### src/rtl/kbd_input_ctrl.sv
// kbd_input_ctrl: PS/2 key capture into a FIFO with a CPU read handshake and optional digit display tracking (KBD_ECHO_DISP_EN); ports CLK/RESET, KEY_WRITE/KEY_CODE in, RD_REQ in -> RD_ACK/RD_DATA out, COUNT/FULL/EMPTY status, DISP_LAST/DISP_PREV nibbles.
module kbd_input_ctrl #(
  parameter int DEPTH = 8
) (
  input  logic       CLK,
  input  logic       RESET,
  input  logic       KEY_WRITE,
  input  logic [4:0] KEY_CODE,
  input  logic       RD_REQ,
  output logic [7:0] RD_DATA,
  output logic       RD_ACK,
  output logic [4:0] COUNT,
  output logic       FULL,
  output logic       EMPTY,
  output logic [3:0] DISP_LAST,
  output logic [3:0] DISP_PREV
);
  localparam int AW = $clog2(DEPTH);
  typedef enum logic [1:0] {IDLE, ACK, WAIT_REL} state_t;
  state_t state_q, state_d;
  logic kw_q;
  logic [AW-1:0] wr_q, wr_d, rd_q, rd_d;
  logic [4:0] cnt_q, cnt_d;
  logic ovr_q, ovr_d;
  logic [4:0] mem_q [DEPTH];
  logic key_rise, clr, push, pop, drop, in_ack;
  always_comb begin
    key_rise = KEY_WRITE & ~kw_q;
    clr = key_rise & (KEY_CODE == 5'h1F);
    in_ack = state_q == ACK;
    pop = in_ack & ~EMPTY & ~clr;
    push = key_rise & ~clr & (~FULL | pop);
    drop = key_rise & ~clr & FULL & ~pop;
    state_d = state_q;
    case (state_q)
      IDLE:     state_d = RD_REQ ? ACK : IDLE;
      ACK:      state_d = WAIT_REL;
      default:  state_d = RD_REQ ? WAIT_REL : IDLE;
    endcase
    RD_ACK = in_ack & ~RESET;
    RD_DATA = RD_ACK ? {~EMPTY & ~clr, ovr_q, 1'b0, (EMPTY | clr) ? 5'h00 : mem_q[rd_q]} : 8'h00;
    wr_d = clr ? '0 : wr_q + AW'(push);
    rd_d = clr ? '0 : rd_q + AW'(pop);
    cnt_d = clr ? 5'd0 : cnt_q + 5'(push) - 5'(pop);
    ovr_d = drop ? 1'b1 : in_ack ? 1'b0 : ovr_q;
    COUNT = cnt_q;
    FULL = cnt_q == 5'(DEPTH);
    EMPTY = cnt_q == 5'd0;
  end
  always_ff @(posedge CLK) begin
    if (RESET) begin
      state_q <= IDLE;
      kw_q <= 1'b0;
      wr_q <= '0;
      rd_q <= '0;
      cnt_q <= 5'd0;
      ovr_q <= 1'b0;
    end else begin
      state_q <= state_d;
      kw_q <= KEY_WRITE;
      wr_q <= wr_d;
      rd_q <= rd_d;
      cnt_q <= cnt_d;
      ovr_q <= ovr_d;
    end
  end
  always_ff @(posedge CLK) if (push) mem_q[wr_q] <= KEY_CODE;
`ifdef KBD_ECHO_DISP_EN
  logic [3:0] last_q, last_d, prev_q, prev_d;
  logic digit;
  always_comb begin
    digit = key_rise & ~KEY_CODE[4];
    last_d = clr ? 4'h0 : digit ? KEY_CODE[3:0] : last_q;
    prev_d = clr ? 4'h0 : digit ? last_q : prev_q;
  end
  always_ff @(posedge CLK) begin
    if (RESET) begin
      last_q <= 4'h0;
      prev_q <= 4'h0;
    end else begin
      last_q <= last_d;
      prev_q <= prev_d;
    end
  end
  assign DISP_LAST = last_q;
  assign DISP_PREV = prev_q;
`else
  assign DISP_LAST = 4'h0;
  assign DISP_PREV = 4'h0;
`endif
endmodule

### config.mk
export PLATFORM = sky130hd
export DESIGN_NAME = kbd_input_ctrl
export DESIGN_NICKNAME = d
export VERILOG_FILES = /design/src/rtl/kbd_input_ctrl.sv
export SDC_FILE = /design/constraint.sdc
export NUM_CORES = 1
export LEC_CHECK = 0
export ABC_AREA = 1
export BUFFER_PORTS_ARGS = -buffer_cell sky130_fd_sc_hd__buf_2
export CORE_MARGIN = 4
export CORE_UTILIZATION = 61
export CTS_CLUSTER_SIZE = 30
export DETAILED_ROUTE_END_ITERATION = 12
export HOLD_SLACK_MARGIN = 0.03
export PLACE_DENSITY = 0.86
export SETUP_SLACK_MARGIN = 0.1
export SYNTH_ARGS = -nofsm -noshare
export SYNTH_HDL_FRONTEND = slang
export SYNTH_SLANG_ARGS = --single-unit
### constraint.sdc
create_clock -name CLK -period 4.77 [get_ports CLK]
set_clock_uncertainty 0.05 [all_clocks]
set_input_delay 1.1925 -clock CLK [delete_from_list [all_inputs] [get_ports CLK]]
set_output_delay 1.1925 -clock CLK [all_outputs]
set_load 0.01 [all_outputs]
==> results of run 1 <==
## cell type report
class | instances | area [um2] | area share [%]
Inverter | 30 | 113 | 4.04
Clock inverter | 3 | 20.0 | 0.717
Tap cell | 50 | 62.6 | 2.24
Sequential cell | 55 | 1500 | 53.8
Multi-Input combinational cell | 179 | 910 | 32.6
Timing Repair Buffer | 23 | 115 | 4.13
Clock buffer | 5 | 68.8 | 2.47
## critical path, stage by stage, from the launching register on
cell and delay, ps:
dfxtp_1 830, inv_1 540, nand2_1 160, nand3_1 80, nand2_1 120, nand2_1 60
nand2_1 70, nor2_1 40, buf_2 130
## registers in the layout, indices dropped and copies added (netlist names)
name     count
wr_q         3
rd_q         3
kw_q         1
mem_q       40
COUNT        5
state_q      2
ovr_q        1
## how the worst max path moves through the flow
stage                 from  slack [ps]  cells after the start    endpoint
2_1_floorplan  KEY_CODE[3]        1650                      7  RD_DATA[0]
3_3_place_gp   KEY_CODE[1]        1420                      9  RD_DATA[2]
3_5_place_dp   KEY_CODE[1]        1380                      9  RD_DATA[1]
4_1_cts            rd_q[0]        1180                      8  RD_DATA[3]
5_1_grt            rd_q[0]        1030                      8  RD_DATA[3]
6_report           rd_q[0]        1190                      8  RD_DATA[2]
## where the power goes
part           internal [mW]  leakage, nW  switching (mW)
clock                  0.102       0.0402           0.145
sequential             0.547        0.485          0.0352
combinational          0.118        0.675           0.189
total                  0.767         1.20           0.369
## placed cells by master, fill, tap and decap left out, drive strengths merged, types with 9 or more instances in the layout
| cell type | netlist | routed |
|---|---|---|
| dfxtp | 15 | 15 |
| nand2 | 78 | 78 |
| buf | 15 | 23 |
| conb | 1 | 9 |
| nand3 | 35 | 35 |
| ha | 11 | 11 |
| nor2 | 30 | 30 |
| inv | 29 | 29 |
| edfxtp | 40 | 40 |
## kinds of logic (layout without fill, tap and decap cells)
kind of cell    count (synthesis)  count (layout)  share of synthesized area (%)
compound gates                  6               6                           1.40
other cells                     1               9                          0.145
buf+inv                        46              61                           8.24
flops                          55              55                           57.9
xor+xnor                        4               4                           1.35
fa+ha+maj                      12              12                           6.08
simple gates                  148             148                           24.9
## metal layers
layer  share of wire (%)  vias to the layer above
li1                    -                      904
met1                  42                      820
met2                  50                       65
met3                 7.1                        2
met4                0.17                        0
met5                   0                        -
## metrics by stage
step / worst slack, ps / total power, mW / std cells
4_1_cts: 1180 / 1.14 / 345
2_1_floorplan: 1650 / 0.817 / 280
5_1_grt: 1030 / 1.21 / 345
3_3_place_gp: 1420 / 0.885 / 337
3_5_place_dp: 1380 / 0.898 / 337
6_report: 1190 / 1.14 / 345
==> summary.txt, run 1 <==
STA
  – Setup violators final: 0
  – Slew @ Worst Pin: about 770 ps
  – Fin. max-slew vios: 0
  – Hold slack: approximately 380 ps
  – Final hold violations: 0
  – Min cycle time layout: around 3600 ps
  – Fmax: 279 MHz
  – Setup TNS: 0 ps
  – RSZ-0062 raised after global routing: no
  – Relative slew slack: 48.4%
  – Crit share post-route: between 70% and 80%

Global routing
  – Number of global-route vias before repair: approximately 1700
  – First-pass GRT wire length: around 7700 um
  – Tot GR Track Use: 19.3%
  – Congestion Overflow GR: 0
  – Met2 usage: 31.9%
  – Initial antenna violation count: 0
  – Met1 Usage GRT: about a quarter
  – Met3 Use GR: between 3 and 4%
  – GRT busiest layer: met2
  – Pin count of the biggest net entering global routing: 23

Synthesis
  – Synthesized cell area: ~2600 um2
  – Largest cells by area after synthesis: edfxtp_1 46%, dfxtp_1 12%, nand2_1 11%
  – Mean Syn Cell Area: between 9 and 10 um2
  – Yosys cell types: 27
  – Seq cells post-synth: 55
  – Share of the synthesized area in the top cell type: between 40% and 50%
  – Post-synth top flop: edfxtp_1
  – Seq/Total Area, Yosys: ~58%
  – Most common cell in the netlist: nand2_1
  – EDFF count, synth: 40
  – Commonest cells post-synth: 76 x nand2_1, 40 x edfxtp_1, 33 x nand3_1, 27 x inv_1, 26 x nor2_1
  – Synth Instances: between 200 and 300
  – Yosys Warn Count: 0
  – Cell taking the most area after synthesis: edfxtp_1
  – FFs w/ async S/R, synth: 0%

Final layout
  – Area added between synthesis and finish: 7.52%
  – Final core utilization: ~70%
  – Design Area, Final: ~2800 um2
  – Fin nets: 315
  – Layout cell share with drive strength beyond 1: about 14%
  – Total inserted antenna cells: 0
  – Fillers: 303

Setup path
  – R2r setup slk: around 2200 ps
  – Startpoint Class: register
  – Crit Path Max Fanout: 22
  – Worst R2R Start: COUNT[2]
  – R2r endpoint: COUNT[4]
  – Setup crit end kind: output port
  – Worst Path Arrival: between 2000 and 2500 ps
  – WP data required: between 3000 and 4000 ps
  – R2R cell count: 13
  – CP Class: reg2out

Place
  – IO buf count: 23
  – Post-DP HPWL: between 3000 and 4000 um
  – GPL Wtd Cong: just over 0.8
  – Placed inst area: 2700 um2

Drt
  – Total number of vias: ~1800
  – Wire per inst: 13.7 um
  – DRT antenna net count: 0
  – DRC Markers: 0
  – Drt first-iter violations: ~120
  – Total Routed Length: about 4700 um
  – Vias per cell: roughly 5.2
  – DR pass1 iterations: 4

Die
  – Die Area: 5360 um2
  – # rows: 23
  – Ports: 33
  – Die H: approximately 73 um
  – Die W: around 73 um
  – Starting Density: a little under two thirds
  – Core footprint: ~4000 um2

Clock tree
  – CTS Buffer Depth: 2
  – Setup repair bufs after CTS: 0
  – Reg clk slew, reported paths: ~90 ps
  – TritonCTS Sinks: 55
  – Htree depth: 2
  – PostCTS Resize Cnt: 0
  – Hold buffers post-CTS: 0
  – TritonCTS clock tree: done
  – Worst skew pair latency: roughly 300 ps
  – Cts bufs inserted: 5
  – Root buffer cell: clkbuf_8

Pwr
  – Pwr dens: approximately 410 nW/um2
  – Maximum vdd ir drop: 0.385 mV
  – P_leak: between 1 and 1.5 nW

Hold path
  – Hold wc startpoint: state_q[0]
  – Hold Path Sink: state_q[0]
  – Hold Path Class: reg2reg
  – WHS Path Cells: 1

Run status
  – Status: finished clean

Flow run
  – Maxcap violations: 0
(Power assumes the default switching activity.)
==> run 2: changes to the inputs <==
CORE_UTILIZATION = 57   (was 61)
PLACE_DENSITY = 0.82   (was 0.86)
clock period = 3.3 ns   (was 4.77 ns; I/O delays follow)
==> run 2 against run 1 <==
Compared with the run above: critical path depth rose by 1; global-route usage is 1.6 points lower; flip-flop and latch count did not move; routed wire length decreased by 4.4%; register-to-register slack worse by 1400 ps; core utilization fell by 4.8 points; final area up 0.49%; non-clock buffer count up 2; sequential share of layout area fell by 0.26 points; critical path type unchanged; cell count increased by 1.2%; clock power is 39% higher.
==> summary.txt, run 2 (synthesized netlist as in run 1, its figures left out) <==
STA
  – Relative slew slack: between 50% and 60%
  – RSZ-0062 raised after global routing: no
  – Setup violators final: 0
  – Fin. max-slew vios: 0
  – Fmax: roughly 350 MHz
  – Crit share post-route: a little under nine tenths
  – Final hold violations: 0
  – Slew @ Worst Pin: 673 ps
  – Min cycle time layout: roughly 2800 ps
  – Setup TNS: 0 ps

Global routing
  – Number of global-route vias before repair: 1580
  – Congestion Overflow GR: 0
  – First-pass GRT wire length: approximately 7300 um
  – Initial antenna violation count: 0
  – Tot GR Track Use: roughly 18%
  – Pin count of the biggest net entering global routing: 23

Die
  – Core footprint: 4380 um2
  – # rows: 24
  – Die H: about 75 um
  – Die Area: 5700 um2
  – Starting Density: roughly three fifths
  – Ports: 33
  – Die W: 75.5 um

Drt
  – Wire per inst: between 10 and 15 um
  – DR pass1 iterations: 4
  – Total Routed Length: 4530 um
  – Drt first-iter violations: approximately 130
  – Total number of vias: around 1700
  – DRC Markers: 0
  – Vias per cell: 4.94
  – DRT antenna net count: 0

Clock tree
  – Cts bufs inserted: 5
  – TritonCTS clock tree: done
  – Htree depth: 2
  – Hold buffers post-CTS: 0
  – Worst skew pair latency: approximately 300 ps
  – TritonCTS Sinks: 55
  – CTS Buffer Depth: 2
  – PostCTS Resize Cnt: 0
  – Root buffer cell: clkbuf_8
  – Setup repair bufs after CTS: 0
  – Reg clk slew, reported paths: ~90 ps

Final layout
  – Most common cell after layout, fill and taps aside: nand2_1
  – Largest reg by FF count: mem_q
  – Final core utilization: roughly 64%
  – Layout cell share with drive strength beyond 1: around 14%
  – Number of flip-flops in the largest register: 40
  – Commonest cells after routing, fill and taps aside: 76 x nand2_1, 40 x edfxtp_1, 33 x nand3_1, 27 x inv_1, 26 x nor2_1
  – Total inserted antenna cells: 0
  – Area added between synthesis and finish: 8.05%
  – Fin nets: approximately 320

Flow run
  – Maxcap violations: 0

Setup path
  – Crit Path Max Fanout: 22
  – Startpoint Class: register
  – Setup crit end kind: output port
  – WP data required: roughly 2400 ps
  – CP Class: reg2out
  – Worst Path Arrival: 1960 ps

Pwr
  – Power Total: 1.62 mW
  – Maximum vdd ir drop: 0.482 mV
  – P_leak: approximately 1.2 nW
  – Pwr dens: 579 nW/um2

Place
  – Post-DP HPWL: 3230 um
  – IO buf count: 23
  – GPL Wtd Cong: around 0.86

Hold path
  – Hold Path Class: reg2reg

Run status
  – Status: finished clean
-- run 2: cell types whose count changed in the layout (fill, tap and decap cells not counted) --
cell,delta
clkinvlp_4,-2
clkbuf_1,+1
clkinv_1,+1
buf_4,+2
clkinv_4,+1
clkinv_2,-1
-- run 2: cell type report --
type | count | area [um2]
Inverter | 30 | 113
Fill cell | 340 | 1580
Clock inverter | 2 | 12.5
Timing Repair Buffer | 25 | 130
Tap cell | 52 | 65.1
Multi-Input combinational cell | 179 | 910
Sequential cell | 55 | 1500
Clock buffer | 6 | 72.6
-- run 2: worst max-delay path: stages, from the launching register on --
cell     delay (ps)
dfxtp_1         310
buf_4           200
inv_1           450
nand2_1         130
nand3_1         110
nand2_1          70
nand2_1          50
nand2_1          70
nor2_1          120
buf_2           140
-- run 2: final timing paths --
path	start	endpoint	slack, ps	depth (start not counted)
setup / recovery	rd_q[0]	RD_DATA[3]	470	9
hold / removal	state_q[0]	state_q[0]	370	1
setup reg to reg	COUNT[2]	COUNT[4]	760	13
hold reg to reg	state_q[0]	state_q[0]	370	1
-- run 2: where the power goes --
group          switching [mW]  internal, mW  leakage [nW]
registers              0.0354         0.790         0.485
logic                   0.283         0.172         0.686
clock network           0.194         0.149        0.0428
-- run 2: through the flow --
stage               hold slack (ps)  area [um2]  worst slack (ps)  instances
CTS                             372        2800               466        349
floorplan                       345        2630               636        280
detailed placement              359        2720               298        341
finish                          367        2800               469        349
global placement                356        2720               371        341
global route                    385        2800               344        349
-- run 2: routing by layer --
metal,track usage [%],routed length (um),vias to the layer above
li1,-,-,908
met1,22.3,1910,767
met2,30.4,2310,45
met3,3.43,268,5
met4,6.60,39,0
met5,0,0,-
